$ cat src/rtl/uart_defs.sv
// uart_defs: baud codes and divisor function, parity encodings and FSM states shared by the buffered UART transmitter
package uart_defs;
  typedef enum logic [2:0] {ST_IDLE, ST_START, ST_DATA, ST_PARITY, ST_STOP} state_t;
  localparam logic [2:0] BAUD_300    = 3'd0;
  localparam logic [2:0] BAUD_1200   = 3'd1;
  localparam logic [2:0] BAUD_4800   = 3'd2;
  localparam logic [2:0] BAUD_9600   = 3'd3;
  localparam logic [2:0] BAUD_19200  = 3'd4;
  localparam logic [2:0] BAUD_38400  = 3'd5;
  localparam logic [2:0] BAUD_57600  = 3'd6;
  localparam logic [2:0] BAUD_115200 = 3'd7;
  localparam logic [1:0] PAR_NONE = 2'b00;
  localparam logic [1:0] PAR_EVEN = 2'b01;
  localparam logic [1:0] PAR_ODD  = 2'b10;
  localparam int unsigned BAUD_RATE [8] = '{300, 1200, 4800, 9600, 19200, 38400, 57600, 115200};
  function automatic int unsigned baud_div(input int unsigned clk_hz, input logic [2:0] code);
    return (clk_hz + 8 * BAUD_RATE[code]) / (16 * BAUD_RATE[code]);
  endfunction
endpackage

$ cat src/rtl/uart_sync_fifo.sv
// uart_sync_fifo: show-ahead sync FIFO (clk, reset active-low; i_push/i_wdata in, i_pop in, o_rdata head valid with pop, o_full, o_empty, o_count)
module uart_sync_fifo #(
  parameter int WIDTH = 8,
  parameter int DEPTH = 4
) (
  input  logic                     clk,
  input  logic                     reset,
  input  logic                     i_push,
  input  logic                     i_pop,
  input  logic [WIDTH-1:0]         i_wdata,
  output logic [WIDTH-1:0]         o_rdata,
  output logic                     o_full,
  output logic                     o_empty,
  output logic [$clog2(DEPTH):0]   o_count
);
  localparam int AW = $clog2(DEPTH);
  logic [WIDTH-1:0] r_mem [DEPTH];
  logic [AW-1:0] r_wp, r_rp;
  logic [AW:0] r_cnt;
  logic w_push, w_pop;
  assign o_full = r_cnt == (AW+1)'(DEPTH);
  assign o_empty = r_cnt == '0;
  assign w_push = i_push && !o_full;
  assign w_pop = i_pop && !o_empty;
  assign o_rdata = r_mem[r_rp];
  assign o_count = r_cnt;
  always_ff @(posedge clk)
    if (w_push) r_mem[r_wp] <= i_wdata;
  always_ff @(posedge clk) begin
    if (!reset) begin
      r_wp <= '0;
      r_rp <= '0;
      r_cnt <= '0;
    end else begin
      r_wp <= w_push ? r_wp + 1'b1 : r_wp;
      r_rp <= w_pop ? r_rp + 1'b1 : r_rp;
      r_cnt <= r_cnt + (AW+1)'(w_push) - (AW+1)'(w_pop);
    end
  end
endmodule

$ cat src/rtl/uart_tx_buffered.sv
// uart_tx_buffered: FIFO-buffered UART transmitter (clk, reset active-low; baud_select, parity_mode, Tx_EN, Tx_WR/Tx_DATA, ovf_clr in; Tx_D line, Tx_BUSY full, Tx_IDLE, fifo_count, sticky Tx_OVF out)
module uart_tx_buffered
  import uart_defs::*;
#(
  parameter int unsigned CLK_HZ = 50_000_000,
  parameter int DATA_WIDTH = 8,
  parameter int FIFO_DEPTH = 4,
  parameter int STOP_BITS = 1
) (
  input  logic                          clk,
  input  logic                          reset,
  input  logic [2:0]                    baud_select,
  input  logic [1:0]                    parity_mode,
  input  logic                          Tx_EN,
  input  logic                          Tx_WR,
  input  logic [DATA_WIDTH-1:0]         Tx_DATA,
  input  logic                          ovf_clr,
  output logic                          Tx_D,
  output logic                          Tx_BUSY,
  output logic                          Tx_IDLE,
  output logic [$clog2(FIFO_DEPTH):0]   fifo_count,
  output logic                          Tx_OVF
);
  localparam int CW = $clog2(baud_div(CLK_HZ, BAUD_300));
  localparam int unsigned DIV_TAB [8] = '{
    baud_div(CLK_HZ, BAUD_300),   baud_div(CLK_HZ, BAUD_1200),
    baud_div(CLK_HZ, BAUD_4800),  baud_div(CLK_HZ, BAUD_9600),
    baud_div(CLK_HZ, BAUD_19200), baud_div(CLK_HZ, BAUD_38400),
    baud_div(CLK_HZ, BAUD_57600), baud_div(CLK_HZ, BAUD_115200)};
  state_t r_state, w_next;
  logic [2:0] r_baud;
  logic r_par_en, r_par_bit, r_tx_d, r_ovf;
  logic [DATA_WIDTH-1:0] r_shift, w_rdata;
  logic [CW-1:0] r_div_cnt;
  logic [3:0] r_tick_cnt, r_bit_cnt;
  logic w_full, w_empty, w_tick, w_bit_end, w_last_data, w_last_stop, w_pop, w_tx_d;
  uart_sync_fifo #(.WIDTH(DATA_WIDTH), .DEPTH(FIFO_DEPTH)) u_fifo (
    .clk     (clk),
    .reset   (reset),
    .i_push  (Tx_WR),
    .i_pop   (w_pop),
    .i_wdata (Tx_DATA),
    .o_rdata (w_rdata),
    .o_full  (w_full),
    .o_empty (w_empty),
    .o_count (fifo_count)
  );
  assign w_tick = r_div_cnt == CW'(DIV_TAB[r_baud] - 1);
  assign w_bit_end = w_tick && r_tick_cnt == 4'hF;
  assign w_last_data = w_bit_end && r_bit_cnt == 4'(DATA_WIDTH - 1);
  assign w_last_stop = w_bit_end && r_bit_cnt == 4'(STOP_BITS - 1);
  // a new frame starts from IDLE or directly at the end of STOP, so back-to-back frames have no idle gap
  assign w_pop = (r_state == ST_IDLE || (r_state == ST_STOP && w_last_stop)) && Tx_EN && !w_empty;
  assign w_tx_d = r_state == ST_START ? 1'b0 : r_state == ST_DATA ? r_shift[0] : r_state == ST_PARITY ? r_par_bit : 1'b1;
  always_comb begin
    w_next = r_state;
    case (r_state)
      ST_IDLE:   w_next = w_pop ? ST_START : ST_IDLE;
      ST_START:  w_next = w_bit_end ? ST_DATA : ST_START;
      ST_DATA:   w_next = w_last_data ? (r_par_en ? ST_PARITY : ST_STOP) : ST_DATA;
      ST_PARITY: w_next = w_bit_end ? ST_STOP : ST_PARITY;
      ST_STOP:   w_next = w_pop ? ST_START : w_last_stop ? ST_IDLE : ST_STOP;
      default:   w_next = ST_IDLE;
    endcase
  end
  always_ff @(posedge clk) begin
    if (!reset) begin
      r_state <= ST_IDLE;
      r_tx_d <= 1'b1;
      r_ovf <= 1'b0;
      r_baud <= '0;
      r_par_en <= 1'b0;
      r_par_bit <= 1'b0;
      r_shift <= '0;
      r_div_cnt <= '0;
      r_tick_cnt <= '0;
      r_bit_cnt <= '0;
    end else begin
      r_state <= w_next;
      r_tx_d <= w_tx_d;
      r_ovf <= (Tx_WR && w_full) || (r_ovf && !ovf_clr);
      if (w_pop) begin
        r_baud <= baud_select;
        r_par_en <= parity_mode == PAR_EVEN || parity_mode == PAR_ODD;
        r_par_bit <= ^w_rdata ^ (parity_mode == PAR_ODD);
        r_shift <= w_rdata;
        r_div_cnt <= '0;
        r_tick_cnt <= '0;
        r_bit_cnt <= '0;
      end else if (r_state != ST_IDLE) begin
        r_div_cnt <= w_tick ? '0 : r_div_cnt + 1'b1;
        r_tick_cnt <= r_tick_cnt + 4'(w_tick);
        r_bit_cnt <= !w_bit_end ? r_bit_cnt : w_next != r_state ? '0 : r_bit_cnt + 1'b1;
        r_shift <= w_bit_end && r_state == ST_DATA ? r_shift >> 1 : r_shift;
      end
    end
  end
  assign Tx_D = r_tx_d;
  assign Tx_BUSY = w_full;
  assign Tx_IDLE = w_empty && r_state == ST_IDLE;
  assign Tx_OVF = r_ovf;
endmodule

$ cat config.mk
export PLATFORM = sky130hd
export DESIGN_NAME = uart_tx_buffered
export DESIGN_NICKNAME = d
export VERILOG_FILES = /design/src/rtl/uart_defs.sv /design/src/rtl/uart_sync_fifo.sv /design/src/rtl/uart_tx_buffered.sv
export SDC_FILE = /design/constraint.sdc
export NUM_CORES = 1
export LEC_CHECK = 0
export CAP_MARGIN = 10
export CORE_UTILIZATION = 40
export CTS_BUF_LIST = sky130_fd_sc_hd__clkbuf_8
export CTS_CLUSTER_DIAMETER = 200
export DETAILED_ROUTE_END_ITERATION = 7
export SETUP_SLACK_MARGIN = 0.05
export SKIP_LAST_GASP = 1
export SLEW_MARGIN = 15
export SYNTH_ARGS = -nofsm -noshare
export SYNTH_HDL_FRONTEND = slang
export SYNTH_SLANG_ARGS = --single-unit
$ cat constraint.sdc
create_clock -name clk -period 8.9 [get_ports clk]
set_input_delay 1.78 -clock clk [delete_from_list [all_inputs] [get_ports clk]]
set_output_delay 1.78 -clock clk [all_outputs]
set_load 0.05 [all_outputs]
==> impl_metrics.ini, run 1 <==
[logic_synthesis]
avgSynthCellArea_um2 = 10.4
synth_top_area_cell = dfxtp_1
yosysTopAreaCellShare_pct = 23.0
synth_common_cells = dfxtp_1, nand2_1, edfxtp_1, nor2_1, xnor2_1
async_flop_share_pct = 0
synthTopCellsByArea = dfxtp_1, edfxtp_1, ha_1
syn_nets = 449
netlist_area_um2 = 4260
synth_edf_count = 32
syn_inst = 410
ys_seq_area_share_pct = 45.5
synth_ff_type = dfxtp_1
synth_cell_types = 51
synth_most_common_cell = dfxtp_1
synth.yosys.warnings = 0
ys_ff_latch = 81

[route]
wl_met3_um = 257
drtIter0Drc = 162
wl_met2_um = 3970
wire_per_inst_um = 14.6
drc_errors = 0
ant_nets = 0
vias = 2956
first_pass_iters = 4
viasPerCell = 5.24
routed.top_layer = met4
drt-total-wl_um = 8240
drt-met1-wl_um = 3870

[sta]
fmax_ghz = 0.206
finalCriticalPeriod_ns = 4.85
setup_viol = 0
rsz0062_at_grt = no
final_hold_viol_count = 0
drv_slew = 0
fin_ws_ns = 4.05
fin_setup_tns_ns = 0
period_share_pct = 54.5
skew_ns = 0.0164
maxSlewHeadroom_pct = 38.3
tightest_slew_ns = 0.924

[critical_path]
crit_path_start_kind = register
critPathMaxFanout = 29
cpMaxStageDelayCell = dfxtp_1
critical_path.cell_chain = nand2b_1 > nand2_1 > ha_1 > o21ai_0 > o21bai_1 > a2bb2oi_1 > nor4_2 > nor2_2 > inv_1 > ha_1 > inv_1 > ha_1 > fa_1 > xnor2_1 > and2_1
crit_top_cell = ha_1
cp.required_ns = 9.17
path_buf_inv = 2
cp_data_arrival_time_ns = 5.12
cpPeakStageDelay_ns = 0.94
worst-setup-path-type = register to register
crit_family = simple AND/OR/NAND/NOR gates
crit_path_end_kind = register

[run]
max_cap_viol_count = 0

[global_routing]
overflow = 0
grt_usage_pct = 16.1
antenna_found_initial = 0
grt_pass1_vias = 2888
grt_max_degree = 43
grt_pass1_wl_um = 14000

[clock_network]
cts-root-buf = clkbuf_8
holdBufCountCts = 0
cts.htree.levels = 3
cts_tree = yes
clock_latency_ns = 0.37
cts_buffers = 9
numClockSinks = 81
cts-resized-gates = 0
cts_setup_buffers = 0
clk_pin_slew_worst_paths_ns = 0.10
clock_path_buffers = 2

[finish]
nNetsFinal = 462
area_growth_pct = 12.8
nFillCells = 987
diodes = 0
drive_gt1_share_pct = 7.48

[power_and_ir_drop]
ir_drop_v = 0.000180
p_comb_share_pct = 32.1
power.total_mw = 1.18
p_int_mw = 0.765
power.share.clock_pct = 27.0
power_density_nw_per_um2 = 244
swShare_pct = 34.9
seq_power_share_pct = 40.9
power.switching_mw = 0.411
p_leak_nw = 1.69

[die]
die_area_um2 = 11100
core_region_area_um2 = 10300
die_w_um = 105
initial_utilization_pct = 41.3
ios = 25
placementRows = 37
die_h_um = 105

[min_path]
hp-class = register to register

[placement]
dp_slack_ns = 3.94
gp_congestion = 0.774
io_buffer_count = 24
place.detailed.hpwl_um = 5800

[outcome]
status = completed
through the flow:
step	cell area, µm²	instances	utilization [%]	hold slack [ns]
2_1_floorplan	4260	410	-	0.434
3_3_place_gp	4580	548	44.3	0.448
3_5_place_dp	4580	548	44.3	0.452
4_1_cts	4810	564	46.6	0.466
5_1_grt	4810	564	46.6	0.482
6_report	4810	564	46.6	0.468
path summary, 6_finish.rpt:
path	start	endpoint	slack, ns	cells past startpoint
worst max-delay path	r_baud[2]	u_fifo.o_count[2]	4.05	15
worst min-delay path	r_par_bit	r_par_bit	0.47	2
worst min register to register	r_par_bit	r_par_bit	0.47	2
worst max register to register	r_baud[2]	u_fifo.o_count[2]	4.05	15
power groups by stage:
| stage | Combinational [mW] | Sequential (mW) | Clock, mW |
|---|---|---|---|
| floorplan | 0.302 | 0.481 | 0 |
| global placement | 0.374 | 0.489 | 0 |
| detailed placement | 0.380 | 0.491 | 0 |
| CTS | 0.382 | 0.482 | 0.327 |
| global route | 0.416 | 0.489 | 0.340 |
| finish | 0.377 | 0.481 | 0.317 |
cells by family (layout without fill, tap and decap cells):
| family | after synthesis | count (layout) | share of synthesized area, % |
|---|---|---|---|
| simple gates | 160 | 160 | 21.2 |
| flops | 81 | 81 | 45.5 |
| compound gates | 55 | 55 | 8.98 |
| xor+xnor | 42 | 42 | 8.63 |
| buf+inv | 37 | 55 | 3.67 |
| fa+ha+maj | 21 | 21 | 6.34 |
| mux | 14 | 14 | 5.63 |
area by class of cell:
cell class / instances / area, µm² / area share (%)
tap: 136 / 170 / 3.54
clock inverter: 7 / 109 / 2.26
multi-input combinational: 292 / 2170 / 45.0
timing repair buffer: 25 / 248 / 5.15
inverter: 14 / 52.6 / 1.09
sequential: 81 / 1940 / 40.4
clock buffer: 9 / 124 / 2.57
tightest hold or removal path: stages (launching register included):
cell and delay, ns:
dfxtp_1 0.32, nand3_1 0.06, nand2_1 0.05
flip-flops by register name, indices dropped and copies added, names as in the netlist, 2 cells and up, named ones only:
| name | count |
|---|---|
| u_fifo.r_mem | 32 |
| r_div_cnt | 14 |
| r_shift | 8 |
| r_bit_cnt | 4 |
| r_tick_cnt | 4 |
| r_baud | 3 |
| r_state | 3 |
| u_fifo.o_count | 3 |
| u_fifo.r_rp | 2 |
| u_fifo.r_wp | 2 |
routing by layer:
layer / up-vias / GRT usage (%)
li1: 1494 / -
met1: 1408 / 20.0
met2: 40 / 26.8
met3: 14 / 4.45
met4: 0 / 5.63
met5: - / 0
cell usage in the layout (no fill, tap or decap), types with 7 or more instances in the layout:
cell,Yosys,routed
edfxtp_1,32,32
inv_1,14,14
a21oi_1,13,13
xnor2_1,22,22
nor2b_1,12,12
nor2_1,32,32
o21ai_0,15,15
clkdlybuf4s50_1,0,24
mux4_2,8,8
xor2_1,20,20
ha_1,20,20
nand2_1,35,35
and2_1,14,14
nand2b_1,7,7
nand4_1,15,15
clkbuf_8,0,9
dfxtp_1,49,49
nand3_1,9,9
o221ai_1,7,7
Note: power is estimated with default switching activity, not from simulation.
==> run 2, diff against run 1 <==
==> constraint.sdc (replaced) <==
create_clock -name clk -period 4.5 [get_ports clk]
set_input_delay 0.9 -clock clk [delete_from_list [all_inputs] [get_ports clk]]
set_output_delay 0.9 -clock clk [all_outputs]
set_load 0.05 [all_outputs]
==> run 2 against run 1 <==
Against the previous run: core utilization shrank 0.19 points; register-to-register slack got worse by 3.6 ns; global-route usage down 0.40 points; via count decreased by 1.3%; clock power is 63% higher; clock-buffer cell count unchanged; worst setup slack got worse by 3.6 ns; largest cell class unchanged; hold slack got worse by 0.0017 ns; fmax up 21%; combinational power is 99% higher; routed wire length decreased by 3.3%; cell count is 0.35% higher.
==> impl_metrics.ini, run 2 (synthesis results as in run 1) <==
[power_and_ir_drop]
power.share.clock_pct = 23.3
p_comb_share_pct = 33.9
p_int_mw = 1.41
power.switching_mw = 0.805
power.total_mw = 2.21
power_density_nw_per_um2 = 462
p_leak_nw = 1.68
seq_power_share_pct = 42.8
swShare_pct = 36.4
ir_drop_v = 0.000328

[run]
max_cap_viol_count = 0

[die]
die_w_um = 105
placementRows = 37
initial_utilization_pct = 41.3
die_h_um = 105
core_region_area_um2 = 10300
die_area_um2 = 11100
ios = 25

[finish]
nNetsFinal = 464
layout_common_cells = dfxtp_1, nand2_1, nor2_1, edfxtp_1, clkdlybuf4s50_1
nFillCells = 981
diodes = 0
largest_reg_flops = 32
regMostFlops = u_fifo.r_mem
area_growth_pct = 12.4
drive_gt1_share_pct = 7.91
reg_top3 = u_fifo.r_mem x32, r_div_cnt x14, r_shift x8
final_common_cell = dfxtp_1

[critical_path]
crit_path_end_kind = register
worst-setup-path-type = register to register
cp.required_ns = 4.76
crit_path_start_kind = register
cp_data_arrival_time_ns = 4.26
critPathMaxFanout = 11

[sta]
final_hold_viol_count = 0
rsz0062_at_grt = no
fmax_ghz = 0.250
setup_viol = 0
fin_hold_ws_ns = 0.466
drv_slew = 0
skew_ns = 0.00707
finalCriticalPeriod_ns = 4.00
fin_setup_tns_ns = 0
period_share_pct = 88.9
maxSlewHeadroom_pct = 55.9
tightest_slew_ns = 0.657

[clock_network]
cts_buffers = 9
holdBufCountCts = 0
clk_pin_slew_worst_paths_ns = 0.09
cts.htree.levels = 3
cts_tree = yes
clock_path_buffers = 2
numClockSinks = 81
clock_latency_ns = 0.35
cts-root-buf = clkbuf_8
cts-resized-gates = 0
cts_setup_buffers = 0

[outcome]
status = completed

[global_routing]
grt_max_degree = 31
grtUsageMet1_pct = 19.8
grt_pass1_vias = 2857
grtUsageMet3_pct = 4.21
overflow = 0
grt_busiest_layer = met2
antenna_found_initial = 0
grt_pass1_wl_um = 13700
grt_usage_pct = 15.7
gr-usage-met2_pct = 26.1

[route]
wire_per_inst_um = 14.1
ant_nets = 0
drc_errors = 0
vias = 2917
viasPerCell = 5.15
first_pass_iters = 4
drtIter0Drc = 126
drt-total-wl_um = 7960

[min_path]
hp-class = register to register

[placement]
io_buffer_count = 24
place.detailed.hpwl_um = 5910
gp_congestion = 0.773
run 2: layout make-up:
class | count | area [µm²] | area share [%]
multi-input cells | 292 | 2170 | 45.2
flip-flops and latches | 81 | 1940 | 40.5
repair buffers | 27 | 263 | 5.48
well taps | 136 | 170 | 3.55
clock buffers | 9 | 124 | 2.59
clock inverters | 7 | 73.8 | 1.54
inverters | 14 | 52.6 | 1.10
run 2: power groups by stage:
stage                     logic, mW  registers, mW  clock network [mW]
after detailed placement      0.760          0.966                   0
after global routing          0.839          0.964               0.567
after floorplan               0.597          0.950                   0
after global placement        0.747          0.961                   0
after CTS                     0.763          0.950               0.535
final                         0.751          0.947               0.516
run 2: final timing paths:
path | startpoint | endpoint | slack, ns | cells after the start
setup / recovery | r_baud[1] | u_fifo.o_count[2] | 0.50 | 15
hold / removal | r_par_bit | r_par_bit | 0.47 | 2
setup reg to reg | r_baud[1] | u_fifo.o_count[2] | 0.50 | 15
hold reg to reg | r_par_bit | r_par_bit | 0.47 | 2
run 2: metal layers:
layer  vias up  share of wire (%)
li1       1491                  -
met1      1387                 47
met2        34                 49
met3         5                3.8
met4         0               0.89
met5         -                  0
run 2: stage by stage:
stage	util [%]	area [µm²]	std cells	setup slack [ns]
final	46.4	4790	566	0.498
after global routing	46.4	4790	566	0.190
after CTS	46.4	4790	566	0.492
after detailed placement	44.5	4590	550	0.506
after global placement	44.5	4590	550	0.621
after floorplan	-	4260	410	0.682
run 2: critical path: stages, from the launching register on:
cell	delay, ns
dfxtp_1	0.58
inv_1	0.19
ha_1	0.32
nor4b_4	0.31
a2bb2o_4	0.26
nor4_4	0.25
o2111ai_2	0.22
nor4_2	0.56
nor2_2	0.09
inv_1	0.10
ha_1	0.12
inv_1	0.04
ha_1	0.18
fa_1	0.38
xnor2_1	0.14
and2_1	0.15
==> run 3, diff against run 2 <==
--- a/config.mk
+++ b/config.mk
@@ -9,6 +9,7 @@
 export CORE_UTILIZATION = 40
 export CTS_BUF_LIST = sky130_fd_sc_hd__clkbuf_8
 export CTS_CLUSTER_DIAMETER = 200
+export CTS_CLUSTER_SIZE = 16
 export DETAILED_ROUTE_END_ITERATION = 7
 export SETUP_SLACK_MARGIN = 0.05
 export SKIP_LAST_GASP = 1
==> results of run 3 <==
The final DEF is identical to that of run 2; final timing and power are the same.
